[src/rtl/pe2ddr_sched_if.sv]
// rtl/pe2ddr_sched_if.sv - layer command, generator and DDR write-address bundle for pe2ddr_sched
interface pe2ddr_sched_if #(
  parameter int ADDR_W = 32,
  parameter int LEN_W  = 16,
  parameter int TILE_W = 8
);
  logic              cmd_valid;
  logic              cmd_ready;
  logic [3:0]        cmd_layer_type;
  logic              cmd_pooling;
  logic              cmd_relu;
  logic [3:0]        cmd_ch_num;
  logic [3:0]        cmd_pix_num;
  logic [3:0]        cmd_row_num;
  logic [5:0]        cmd_shift;
  logic [3:0]        cmd_pe_mask;
  logic [TILE_W-1:0] cmd_tile_num;
  logic [ADDR_W-1:0] cmd_act_base;
  logic [ADDR_W-1:0] cmd_act_stride;
  logic [LEN_W-1:0]  cmd_act_len;
  logic [ADDR_W-1:0] cmd_mask_base;
  logic [ADDR_W-1:0] cmd_mask_stride;
  logic [LEN_W-1:0]  cmd_mask_len;

  logic              dg_start;
  logic              dg_done;
  logic [3:0]        dg_layer_type;
  logic              dg_pooling;
  logic              dg_relu;
  logic [3:0]        dg_ch_num;
  logic [3:0]        dg_pix_num;
  logic [3:0]        dg_row_num;
  logic [5:0]        dg_shift;
  logic [1:0]        dg_pe_sel;

  logic              wcmd1_valid;
  logic              wcmd1_ready;
  logic [ADDR_W-1:0] wcmd1_addr;
  logic [LEN_W-1:0]  wcmd1_len;
  logic              wcmd2_valid;
  logic              wcmd2_ready;
  logic [ADDR_W-1:0] wcmd2_addr;
  logic [LEN_W-1:0]  wcmd2_len;

  logic              layer_done;
  logic              busy;
  logic [31:0]       perf_busy_cycles;
  logic [31:0]       perf_wait_cycles;

  modport master (
    input  cmd_valid, cmd_layer_type, cmd_pooling, cmd_relu, cmd_ch_num, cmd_pix_num,
           cmd_row_num, cmd_shift, cmd_pe_mask, cmd_tile_num, cmd_act_base, cmd_act_stride,
           cmd_act_len, cmd_mask_base, cmd_mask_stride, cmd_mask_len,
           dg_done, wcmd1_ready, wcmd2_ready,
    output cmd_ready, dg_start, dg_layer_type, dg_pooling, dg_relu, dg_ch_num, dg_pix_num,
           dg_row_num, dg_shift, dg_pe_sel, wcmd1_valid, wcmd1_addr, wcmd1_len,
           wcmd2_valid, wcmd2_addr, wcmd2_len, layer_done, busy,
           perf_busy_cycles, perf_wait_cycles
  );

  modport slave (
    output cmd_valid, cmd_layer_type, cmd_pooling, cmd_relu, cmd_ch_num, cmd_pix_num,
           cmd_row_num, cmd_shift, cmd_pe_mask, cmd_tile_num, cmd_act_base, cmd_act_stride,
           cmd_act_len, cmd_mask_base, cmd_mask_stride, cmd_mask_len,
           dg_done, wcmd1_ready, wcmd2_ready,
    input  cmd_ready, dg_start, dg_layer_type, dg_pooling, dg_relu, dg_ch_num, dg_pix_num,
           dg_row_num, dg_shift, dg_pe_sel, wcmd1_valid, wcmd1_addr, wcmd1_len,
           wcmd2_valid, wcmd2_addr, wcmd2_len, layer_done, busy,
           perf_busy_cycles, perf_wait_cycles
  );
endinterface

[src/rtl/pe2ddr_sched.sv]
// rtl/pe2ddr_sched.sv - per-layer tile/quadrant scheduler for PE-to-DDR write-back; SCHED_PERF_EN adds perf counters
module pe2ddr_sched #(
  parameter int ADDR_W = 32,
  parameter int LEN_W  = 16,
  parameter int TILE_W = 8
) (
  input logic             clk,
  input logic             rst,
  pe2ddr_sched_if.master  bus
);
  typedef enum logic [2:0] {IDLE, ISSUE, START, GAP, WAIT, NEXT, FIN} state_t;

  state_t            state;
  logic [3:0]        pe_mask;
  logic [TILE_W-1:0] tile_num;
  logic [TILE_W-1:0] tile_cnt;
  logic [ADDR_W-1:0] act_stride;
  logic [ADDR_W-1:0] mask_stride;
  logic [1:0]        cmd_low_sel;
  logic [1:0]        low_sel;
  logic [1:0]        next_sel;
  logic              has_next;
  logic              wcmd1_clear;
  logic              wcmd2_clear;

  // Quadrant lookup: lowest set bit of the incoming and latched masks, and next set bit above the current job
  always_comb begin
    cmd_low_sel = 2'd0;
    low_sel     = 2'd0;
    next_sel    = 2'd0;
    has_next    = 1'b0;
    for (int k = 3; k >= 0; k--) begin
      if (bus.cmd_pe_mask[k]) cmd_low_sel = 2'(k);
      if (pe_mask[k]) low_sel = 2'(k);
      if (pe_mask[k] && (k > int'(bus.dg_pe_sel))) begin
        has_next = 1'b1;
        next_sel = 2'(k);
      end
    end
  end

  // A channel is finished once its valid is low or is being accepted this cycle
  assign wcmd1_clear = !bus.wcmd1_valid || bus.wcmd1_ready;
  assign wcmd2_clear = !bus.wcmd2_valid || bus.wcmd2_ready;

  // Layer walk FSM; every output is a register so the generator and DDR engines see glitch-free controls
  always_ff @(posedge clk) begin
    if (rst) begin
      state             <= IDLE;
      bus.cmd_ready     <= 1'b1;
      bus.busy          <= 1'b0;
      bus.dg_start      <= 1'b0;
      bus.wcmd1_valid   <= 1'b0;
      bus.wcmd2_valid   <= 1'b0;
      bus.layer_done    <= 1'b0;
      bus.dg_layer_type <= '0;
      bus.dg_pooling    <= 1'b0;
      bus.dg_relu       <= 1'b0;
      bus.dg_ch_num     <= '0;
      bus.dg_pix_num    <= '0;
      bus.dg_row_num    <= '0;
      bus.dg_shift      <= '0;
      bus.dg_pe_sel     <= '0;
      bus.wcmd1_addr    <= '0;
      bus.wcmd1_len     <= '0;
      bus.wcmd2_addr    <= '0;
      bus.wcmd2_len     <= '0;
      pe_mask           <= '0;
      tile_num          <= '0;
      tile_cnt          <= '0;
      act_stride        <= '0;
      mask_stride       <= '0;
    end else begin
      case (state)
        IDLE: begin
          if (bus.cmd_valid) begin
            bus.dg_layer_type <= bus.cmd_layer_type;
            bus.dg_pooling    <= bus.cmd_pooling;
            bus.dg_relu       <= bus.cmd_relu;
            bus.dg_ch_num     <= bus.cmd_ch_num;
            bus.dg_pix_num    <= bus.cmd_pix_num;
            bus.dg_row_num    <= bus.cmd_row_num;
            bus.dg_shift      <= bus.cmd_shift;
            bus.dg_pe_sel     <= cmd_low_sel;
            bus.wcmd1_addr    <= bus.cmd_act_base;
            bus.wcmd1_len     <= bus.cmd_act_len;
            bus.wcmd2_addr    <= bus.cmd_mask_base;
            bus.wcmd2_len     <= bus.cmd_mask_len;
            pe_mask           <= bus.cmd_pe_mask;
            tile_num          <= bus.cmd_tile_num;
            tile_cnt          <= '0;
            act_stride        <= bus.cmd_act_stride;
            mask_stride       <= bus.cmd_mask_stride;
            bus.cmd_ready     <= 1'b0;
            bus.busy          <= 1'b1;
            if (bus.cmd_pe_mask == 4'd0) begin
              state          <= FIN;
              bus.layer_done <= 1'b1;
            end else begin
              state           <= ISSUE;
              bus.wcmd1_valid <= 1'b1;
              bus.wcmd2_valid <= !bus.cmd_layer_type[1];
            end
          end
        end
        ISSUE: begin
          if (bus.wcmd1_ready) bus.wcmd1_valid <= 1'b0;
          if (bus.wcmd2_ready) bus.wcmd2_valid <= 1'b0;
          if (wcmd1_clear && wcmd2_clear) begin
            state        <= START;
            bus.dg_start <= 1'b1;
          end
        end
        START: begin
          bus.dg_start <= 1'b0;
          state        <= GAP;
        end
        GAP: state <= WAIT;
        WAIT: begin
          if (bus.dg_done) state <= NEXT;
        end
        NEXT: begin
          bus.wcmd1_addr <= bus.wcmd1_addr + act_stride;
          bus.wcmd2_addr <= bus.wcmd2_addr + mask_stride;
          if (has_next) begin
            bus.dg_pe_sel <= next_sel;
          end else begin
            bus.dg_pe_sel <= low_sel;
            tile_cnt      <= tile_cnt + 1'b1;
          end
          if (!has_next && (tile_cnt == tile_num)) begin
            state          <= FIN;
            bus.layer_done <= 1'b1;
          end else begin
            state           <= ISSUE;
            bus.wcmd1_valid <= 1'b1;
            bus.wcmd2_valid <= !bus.dg_layer_type[1];
          end
        end
        FIN: begin
          bus.layer_done <= 1'b0;
          bus.busy       <= 1'b0;
          bus.cmd_ready  <= 1'b1;
          state          <= IDLE;
        end
        default: state <= IDLE;
      endcase
    end
  end

`ifdef SCHED_PERF_EN
  logic [31:0] perf_busy;
  logic [31:0] perf_wait;

  // Saturating busy and generator-wait residency counters, restarted by each accepted command
  always_ff @(posedge clk) begin
    if (rst) begin
      perf_busy <= '0;
      perf_wait <= '0;
    end else if ((state == IDLE) && bus.cmd_valid) begin
      perf_busy <= '0;
      perf_wait <= '0;
    end else begin
      if (bus.busy && (perf_busy != 32'hFFFF_FFFF)) perf_busy <= perf_busy + 32'd1;
      if ((state == WAIT) && (perf_wait != 32'hFFFF_FFFF)) perf_wait <= perf_wait + 32'd1;
    end
  end

  assign bus.perf_busy_cycles = perf_busy;
  assign bus.perf_wait_cycles = perf_wait;
`else
  assign bus.perf_busy_cycles = 32'd0;
  assign bus.perf_wait_cycles = 32'd0;
`endif
endmodule
[src/flat_wrapper.sv]
// flat-port wrapper written by rule: the top's interface ports become plain ports
module pe2ddr_sched_flat 
#(
  parameter int ADDR_W = 32,
  parameter int LEN_W  = 16,
  parameter int TILE_W = 8
)
  (clk, rst, bus_cmd_valid, bus_cmd_layer_type, bus_cmd_pooling, bus_cmd_relu, bus_cmd_ch_num, bus_cmd_pix_num, bus_cmd_row_num, bus_cmd_shift, bus_cmd_pe_mask, bus_cmd_tile_num, bus_cmd_act_base, bus_cmd_act_stride, bus_cmd_act_len, bus_cmd_mask_base, bus_cmd_mask_stride, bus_cmd_mask_len, bus_dg_done, bus_wcmd1_ready, bus_wcmd2_ready, bus_cmd_ready, bus_dg_start, bus_dg_layer_type, bus_dg_pooling, bus_dg_relu, bus_dg_ch_num, bus_dg_pix_num, bus_dg_row_num, bus_dg_shift, bus_dg_pe_sel, bus_wcmd1_valid, bus_wcmd1_addr, bus_wcmd1_len, bus_wcmd2_valid, bus_wcmd2_addr, bus_wcmd2_len, bus_layer_done, bus_busy, bus_perf_busy_cycles, bus_perf_wait_cycles);
  pe2ddr_sched_if #(.ADDR_W(ADDR_W), .LEN_W(LEN_W), .TILE_W(TILE_W)) bus_i ();
  input logic clk;
  input logic rst;
  input wire logic [$bits(bus_i.cmd_valid)-1:0] bus_cmd_valid;
  input wire logic [$bits(bus_i.cmd_layer_type)-1:0] bus_cmd_layer_type;
  input wire logic [$bits(bus_i.cmd_pooling)-1:0] bus_cmd_pooling;
  input wire logic [$bits(bus_i.cmd_relu)-1:0] bus_cmd_relu;
  input wire logic [$bits(bus_i.cmd_ch_num)-1:0] bus_cmd_ch_num;
  input wire logic [$bits(bus_i.cmd_pix_num)-1:0] bus_cmd_pix_num;
  input wire logic [$bits(bus_i.cmd_row_num)-1:0] bus_cmd_row_num;
  input wire logic [$bits(bus_i.cmd_shift)-1:0] bus_cmd_shift;
  input wire logic [$bits(bus_i.cmd_pe_mask)-1:0] bus_cmd_pe_mask;
  input wire logic [$bits(bus_i.cmd_tile_num)-1:0] bus_cmd_tile_num;
  input wire logic [$bits(bus_i.cmd_act_base)-1:0] bus_cmd_act_base;
  input wire logic [$bits(bus_i.cmd_act_stride)-1:0] bus_cmd_act_stride;
  input wire logic [$bits(bus_i.cmd_act_len)-1:0] bus_cmd_act_len;
  input wire logic [$bits(bus_i.cmd_mask_base)-1:0] bus_cmd_mask_base;
  input wire logic [$bits(bus_i.cmd_mask_stride)-1:0] bus_cmd_mask_stride;
  input wire logic [$bits(bus_i.cmd_mask_len)-1:0] bus_cmd_mask_len;
  input wire logic [$bits(bus_i.dg_done)-1:0] bus_dg_done;
  input wire logic [$bits(bus_i.wcmd1_ready)-1:0] bus_wcmd1_ready;
  input wire logic [$bits(bus_i.wcmd2_ready)-1:0] bus_wcmd2_ready;
  output wire logic [$bits(bus_i.cmd_ready)-1:0] bus_cmd_ready;
  output wire logic [$bits(bus_i.dg_start)-1:0] bus_dg_start;
  output wire logic [$bits(bus_i.dg_layer_type)-1:0] bus_dg_layer_type;
  output wire logic [$bits(bus_i.dg_pooling)-1:0] bus_dg_pooling;
  output wire logic [$bits(bus_i.dg_relu)-1:0] bus_dg_relu;
  output wire logic [$bits(bus_i.dg_ch_num)-1:0] bus_dg_ch_num;
  output wire logic [$bits(bus_i.dg_pix_num)-1:0] bus_dg_pix_num;
  output wire logic [$bits(bus_i.dg_row_num)-1:0] bus_dg_row_num;
  output wire logic [$bits(bus_i.dg_shift)-1:0] bus_dg_shift;
  output wire logic [$bits(bus_i.dg_pe_sel)-1:0] bus_dg_pe_sel;
  output wire logic [$bits(bus_i.wcmd1_valid)-1:0] bus_wcmd1_valid;
  output wire logic [$bits(bus_i.wcmd1_addr)-1:0] bus_wcmd1_addr;
  output wire logic [$bits(bus_i.wcmd1_len)-1:0] bus_wcmd1_len;
  output wire logic [$bits(bus_i.wcmd2_valid)-1:0] bus_wcmd2_valid;
  output wire logic [$bits(bus_i.wcmd2_addr)-1:0] bus_wcmd2_addr;
  output wire logic [$bits(bus_i.wcmd2_len)-1:0] bus_wcmd2_len;
  output wire logic [$bits(bus_i.layer_done)-1:0] bus_layer_done;
  output wire logic [$bits(bus_i.busy)-1:0] bus_busy;
  output wire logic [$bits(bus_i.perf_busy_cycles)-1:0] bus_perf_busy_cycles;
  output wire logic [$bits(bus_i.perf_wait_cycles)-1:0] bus_perf_wait_cycles;
  assign bus_i.cmd_valid = bus_cmd_valid;
  assign bus_i.cmd_layer_type = bus_cmd_layer_type;
  assign bus_i.cmd_pooling = bus_cmd_pooling;
  assign bus_i.cmd_relu = bus_cmd_relu;
  assign bus_i.cmd_ch_num = bus_cmd_ch_num;
  assign bus_i.cmd_pix_num = bus_cmd_pix_num;
  assign bus_i.cmd_row_num = bus_cmd_row_num;
  assign bus_i.cmd_shift = bus_cmd_shift;
  assign bus_i.cmd_pe_mask = bus_cmd_pe_mask;
  assign bus_i.cmd_tile_num = bus_cmd_tile_num;
  assign bus_i.cmd_act_base = bus_cmd_act_base;
  assign bus_i.cmd_act_stride = bus_cmd_act_stride;
  assign bus_i.cmd_act_len = bus_cmd_act_len;
  assign bus_i.cmd_mask_base = bus_cmd_mask_base;
  assign bus_i.cmd_mask_stride = bus_cmd_mask_stride;
  assign bus_i.cmd_mask_len = bus_cmd_mask_len;
  assign bus_i.dg_done = bus_dg_done;
  assign bus_i.wcmd1_ready = bus_wcmd1_ready;
  assign bus_i.wcmd2_ready = bus_wcmd2_ready;
  assign bus_cmd_ready = bus_i.cmd_ready;
  assign bus_dg_start = bus_i.dg_start;
  assign bus_dg_layer_type = bus_i.dg_layer_type;
  assign bus_dg_pooling = bus_i.dg_pooling;
  assign bus_dg_relu = bus_i.dg_relu;
  assign bus_dg_ch_num = bus_i.dg_ch_num;
  assign bus_dg_pix_num = bus_i.dg_pix_num;
  assign bus_dg_row_num = bus_i.dg_row_num;
  assign bus_dg_shift = bus_i.dg_shift;
  assign bus_dg_pe_sel = bus_i.dg_pe_sel;
  assign bus_wcmd1_valid = bus_i.wcmd1_valid;
  assign bus_wcmd1_addr = bus_i.wcmd1_addr;
  assign bus_wcmd1_len = bus_i.wcmd1_len;
  assign bus_wcmd2_valid = bus_i.wcmd2_valid;
  assign bus_wcmd2_addr = bus_i.wcmd2_addr;
  assign bus_wcmd2_len = bus_i.wcmd2_len;
  assign bus_layer_done = bus_i.layer_done;
  assign bus_busy = bus_i.busy;
  assign bus_perf_busy_cycles = bus_i.perf_busy_cycles;
  assign bus_perf_wait_cycles = bus_i.perf_wait_cycles;
  pe2ddr_sched #(.ADDR_W(ADDR_W), .LEN_W(LEN_W), .TILE_W(TILE_W)) u_core (.clk(clk), .rst(rst), .bus(bus_i));
endmodule
[config.mk]
export PLATFORM = sky130hd
export DESIGN_NAME = pe2ddr_sched_flat
export DESIGN_NICKNAME = d
export VERILOG_FILES = /design/src/rtl/pe2ddr_sched_if.sv /design/src/rtl/pe2ddr_sched.sv /design/src/flat_wrapper.sv
export SDC_FILE = /design/constraint.sdc
export NUM_CORES = 1
export LEC_CHECK = 0
export CORE_AREA = 2 2 166 168
export DETAILED_ROUTE_END_ITERATION = 12
export DIE_AREA = 0 0 168 170
export GPL_ROUTABILITY_DRIVEN = 0
export PLACE_DENSITY = 0.77
export REMOVE_ABC_BUFFERS = 1
export SYNTH_ARGS = -nofsm -noshare
export SYNTH_HDL_FRONTEND = slang
export SYNTH_SLANG_ARGS = --single-unit
[constraint.sdc]
create_clock -name clk -period 3.65 [get_ports clk]
set_input_delay 0.365 -clock clk [delete_from_list [all_inputs] [get_ports clk]]
set_output_delay 0.365 -clock clk [all_outputs]
set_load 0.05 [all_outputs]
## Yosys cells after proc, flatten, opt, wreduce, memory -nomap -nowiden

Cells that the tools add are included.

- Register bits after elaboration: 215
- Bits of input ports: 202
- Word-level logic and storage cells: 125

- Add/subtract/negate cells: 3
- Magnitude comparators: 3
- Equal/unequal tests: 17
- Multiplexer cells: 50
- Reductions and logical operators: 28

Operators by type and width:

| kind | number |
|---|---|
| one-hot mux 32 bit (2 select lines) | 2 |
| adder 32 bit | 2 |
| two-way mux 32 bit | 2 |
| two-way mux 2 bit | 13 |
| one-hot mux 3 bit (6 select lines) | 1 |
| two-way mux 1 bit | 17 |
| two-way mux 8 bit | 2 |
| one-hot mux 8 bit (2 select lines) | 1 |
| two-way mux 3 bit | 5 |
| != test 2 bit, second input constant | 7 |
| AND reduction 5 bit | 2 |
| == test 3 bit, second input constant | 3 |
| one-hot mux 1 bit (3 select lines) | 3 |
| adder 8 x 1 -> 8 bit, second input constant | 1 |
| == test 8 bit | 1 |
| AND reduction 2 bit | 4 |
| == test 3 x 2 -> 1 bit, second input constant | 2 |
| != test 2 x 1 -> 1 bit, second input constant | 3 |
| one-hot mux 1 bit (2 select lines) | 3 |
| AND reduction 3 bit | 2 |
| nonzero test 2 bit | 3 |
| nonzero test 3 bit | 2 |
| logical AND 1 bit | 5 |
| zero test 1 bit | 5 |
| other kinds (8) | 10 |

## Longest topological paths before layout

- Depth in word-level cells: 9
- Gate-level depth with buffers: 12

## Least setup slack after synthesis

Ideal clock, no wire load.

- Kind: register to register
- Start point: reg u_core.bus.wcmd2_addr[0] (netlist bit)
- End point: reg u_core.bus.wcmd2_addr[24] (netlist bit)
- Library setup time: 0.091 ns
- Arrival time: 3.146 ns
- Slack: 0.413 ns
- Stages on the path, launching flop included: 13
- Cells stage by stage: dfxtp_1 -> ha_1 -> fa_1 -> a211oi_2 -> nor2_1 -> a311o_1 -> a21oi_1 -> o21ai_1 -> a311o_1 -> a41oi_1 -> xnor2_1 -> nor2_1 -> a311oi_1

- Word-level cells in the longest chain between the ends: 2

Ends and longest elaborated chain:

| item | RTL line | text |
|---|---|---|
| start: declaration | pe2ddr_sched_if.sv:57 | `wcmd2_valid, wcmd2_addr, wcmd2_len, layer_done, busy,` |
| start signal: assignment | pe2ddr_sched.sv:87 | `bus.wcmd2_addr <= bus.cmd_mask_base;` |
| start signal: assignment | pe2ddr_sched.sv:124 | `bus.wcmd2_addr <= bus.wcmd2_addr + mask_stride;` |
| adder 32 bit | pe2ddr_sched.sv:124 |  |
| one-hot mux 32 bit (2 select lines) | pe2ddr_sched.sv:74 | `case (state)` |

No other way between the ends.
A chain may end at the register's enable or synchronous reset.

## Worst setup path in the final report

Ends and elaborated chain as after synthesis.

==> flow_metrics.tcl <==
set metrics [dict create \
    status "completed" \
    synth_top_area_share 0.363 \
    synth_ff_type "dfxtp_1" \
    critPathCaptureType "register" \
    cts_setup_buffers 0 \
    critPathRequiredTime_ns 4.08 \
    drv_slew 0 \
    yosysSeqAreaShare 0.363 \
    clock.fmax_mhz 298 \
    firstDrtPassIters 5 \
    grt_pass1_wl_mm 54.9 \
    cp_num_buf_inv 0 \
    grt_overflow 0 \
    ff_latch_area_mm2 0.00430 \
    timing.final.crit_share 0.920 \
    die_area_mm2 0.0286 \
    path_class "reg -> reg" \
    insertion_delay_ns 0.52 \
    drive_above_1_share 0.0442 \
    grt_start_max_net_pins 100 \
    tns_ns 0 \
    dp_hpwl_mm 25.1 \
    wl_per_cell_um 15.7 \
    track_usage 0.229 \
    start_util 0.445 \
    io_buffers 329 \
    synth-edff-count 0 \
    core_mm2 0.0267 \
    r2r_start "u_core.bus.wcmd2_addr[0]$_SDFFE_PP0P_" \
    fp.dieH_um 170 \
    htreeDepth 1 \
    worstMarginPinSlew_ns 0.618 \
    fillers 2429 \
    rsz0062_at_grt "no" \
    multiInputGateArea_mm2 0.00688 \
    viasPerCell 5.33 \
    finalCriticalPeriod_ns 3.36 \
    synth_area_per_cell_um2 7.61 \
    syn_inst 1557 \
    hold_start "rst" \
    cts_buffer_depth 3 \
    postCtsResizedCells 0 \
    rows 60 \
    io_pins 394 \
    cts-buffers-inserted 25 \
    drt_iter0_drc 651 \
    leakagePower_nw 6.56 \
    cpLargestDelayFamily "compound AO/OA/AOI/OAI gates" \
    mostFrequentLayoutCell "nand2_1" \
    vias 11699 \
    syn_area_mm2 0.0119 \
    clock_sinks 215 \
    irDropWorstVdd_mv 0.454 \
    hold_viol 0 \
    ctsRootBufferMaster "clkbuf_16" \
    cpPeakStageDelay_ns 0.46 \
    final_antenna_net_count 0 \
    synth.area.top_cells "dfxtp_1, nand2_1, a21oi_1" \
    p_total_mw 11.0 \
    chipWidth_um 168 \
    whs_ns 0.268 \
    crit_start "u_core.bus.wcmd2_addr[0]$_SDFFE_PP0P_" \
    antenna_cells 0 \
    final_nets 2104 \
    synthToLayoutAreaGrowth_pct 36.0 \
    r2r_slack_ns 0.29 \
    grt_pass1_vias 11048 \
    final-setup-viol-count 0 \
    clk_pin_slew_worst_paths_ns 0.06 \
    drc_errors 0 \
    path_max_fanout 4 \
    hp-class "in -> reg" \
    mostFrequentLayoutCells "nand2_1, clkdlybuf4s50_1, a21oi_1" \
    synth.distinct_cells 64 \
    yosysWarningCount 0 \
    crit_chain "ha_1, fa_1, a211oi_2, nor2_1, a311o_1, a21oi_1, o21ai_1, a311o_1, a41oi_1, xnor2_1, nor2_1, a311oi_1" \
    synth_top_area_cell "dfxtp_1" \
    relSlewSlack 0.587 \
    synth_seq_cells 215 \
    cp_slowest_cell "fa_1" \
    worstPathArrival_ns 3.78 \
    cts_tree "built" \
    drt_wl_total_mm 34.5 \
    start_kind "register" \
    cts_hold_buf 0 \
    p_per_area_mw_per_mm2 680 \
    antenna_found_initial 0 \
    fin_skew_ns 0.0126 \
    synthArstFlopShare 0 \
    cap_violations 0 \
]
power breakdown:
part           switching, mW  internal [mW]
registers              0.376           2.83
logic                   3.22           1.77
clock network           1.02           1.74
stage by stage:
step	instances	utilization	area [um2]	worst slack, ns
5_1_grt	2195	0.605	16100	0.145
2_1_floorplan	1461	-	11200	-4.13
4_1_cts	2195	0.605	16100	0.324
3_5_place_dp	2151	0.570	15200	0.330
6_report	2195	0.605	16100	0.293
3_3_place_gp	2151	0.570	15200	0.430
final cells by class:
cell class / instances / area share
multi-input combinational: 1224 / 0.427
sequential: 215 / 0.267
timing repair buffer: 349 / 0.218
clock buffer: 32 / 0.0448
tap: 341 / 0.0265
clock inverter: 12 / 0.0119
inverter: 22 / 0.00512
cell usage after synthesis, types with 10 or more instances:
cell type  number
a21oi_1       222
nand2b_1       10
xnor2_1        50
nor2_1         96
o21ai_0        25
ha_1           63
nand2_1       409
dfxtp_1       215
buf_4          64
nand3_1        15
a211oi_1       13
inv_1          22
a21o_1         36
clkbuf_1       82
nor3_1         12
nand4_1        11
a311oi_1       46
xor2_1         21
cell families after synthesis:
kind of cell,share of synthesized area
flip-flops,0.363
AND/OR/NAND/NOR,0.200
multiplexers,0.00338
AO/OA/AOI/OAI,0.233
adder cells (fa/ha/maj),0.0699
buffers and inverters,0.0781
other,0.000316
XOR/XNOR,0.0525
routing by layer:
metal / up-vias / global-route usage / wire length (um)
li1: 5821 / - / -
met1: 5447 / 0.296 / 15000
met2: 374 / 0.390 / 16300
met3: 57 / 0.0498 / 2300
met4: 0 / 0.0597 / 821
met5: - / 0 / 0
worst paths after layout:
check | endpoint | cells past startpoint
worst min register to register | u_core.bus.wcmd2_len[12]$_SDFFE_PP0P_ | 2
worst min-delay path | u_core.bus.wcmd2_len[12]$_SDFFE_PP0P_ | 2
worst max register to register | u_core.bus.wcmd2_addr[24]$_SDFFE_PP0P_ | 12
worst max-delay path | u_core.bus.wcmd2_addr[24]$_SDFFE_PP0P_ | 12
sequential cells by signal, indices dropped and copies added, names as in the netlist, 2 cells and up:
name	count
u_core.bus.dg_ch_num	4
u_core.bus.wcmd2_addr	32
u_core.bus.wcmd1_addr	32
u_core.pe_mask	4
u_core.state	3
u_core.mask_stride	32
u_core.bus.dg_layer_type	4
u_core.bus.wcmd1_len	16
u_core.bus.dg_row_num	4
u_core.bus.dg_pe_sel	2
u_core.act_stride	32
u_core.bus.wcmd2_len	16
u_core.bus.dg_pix_num	4
u_core.tile_num	8
u_core.bus.dg_shift	6
u_core.tile_cnt	8
(Power assumes the default switching activity.)
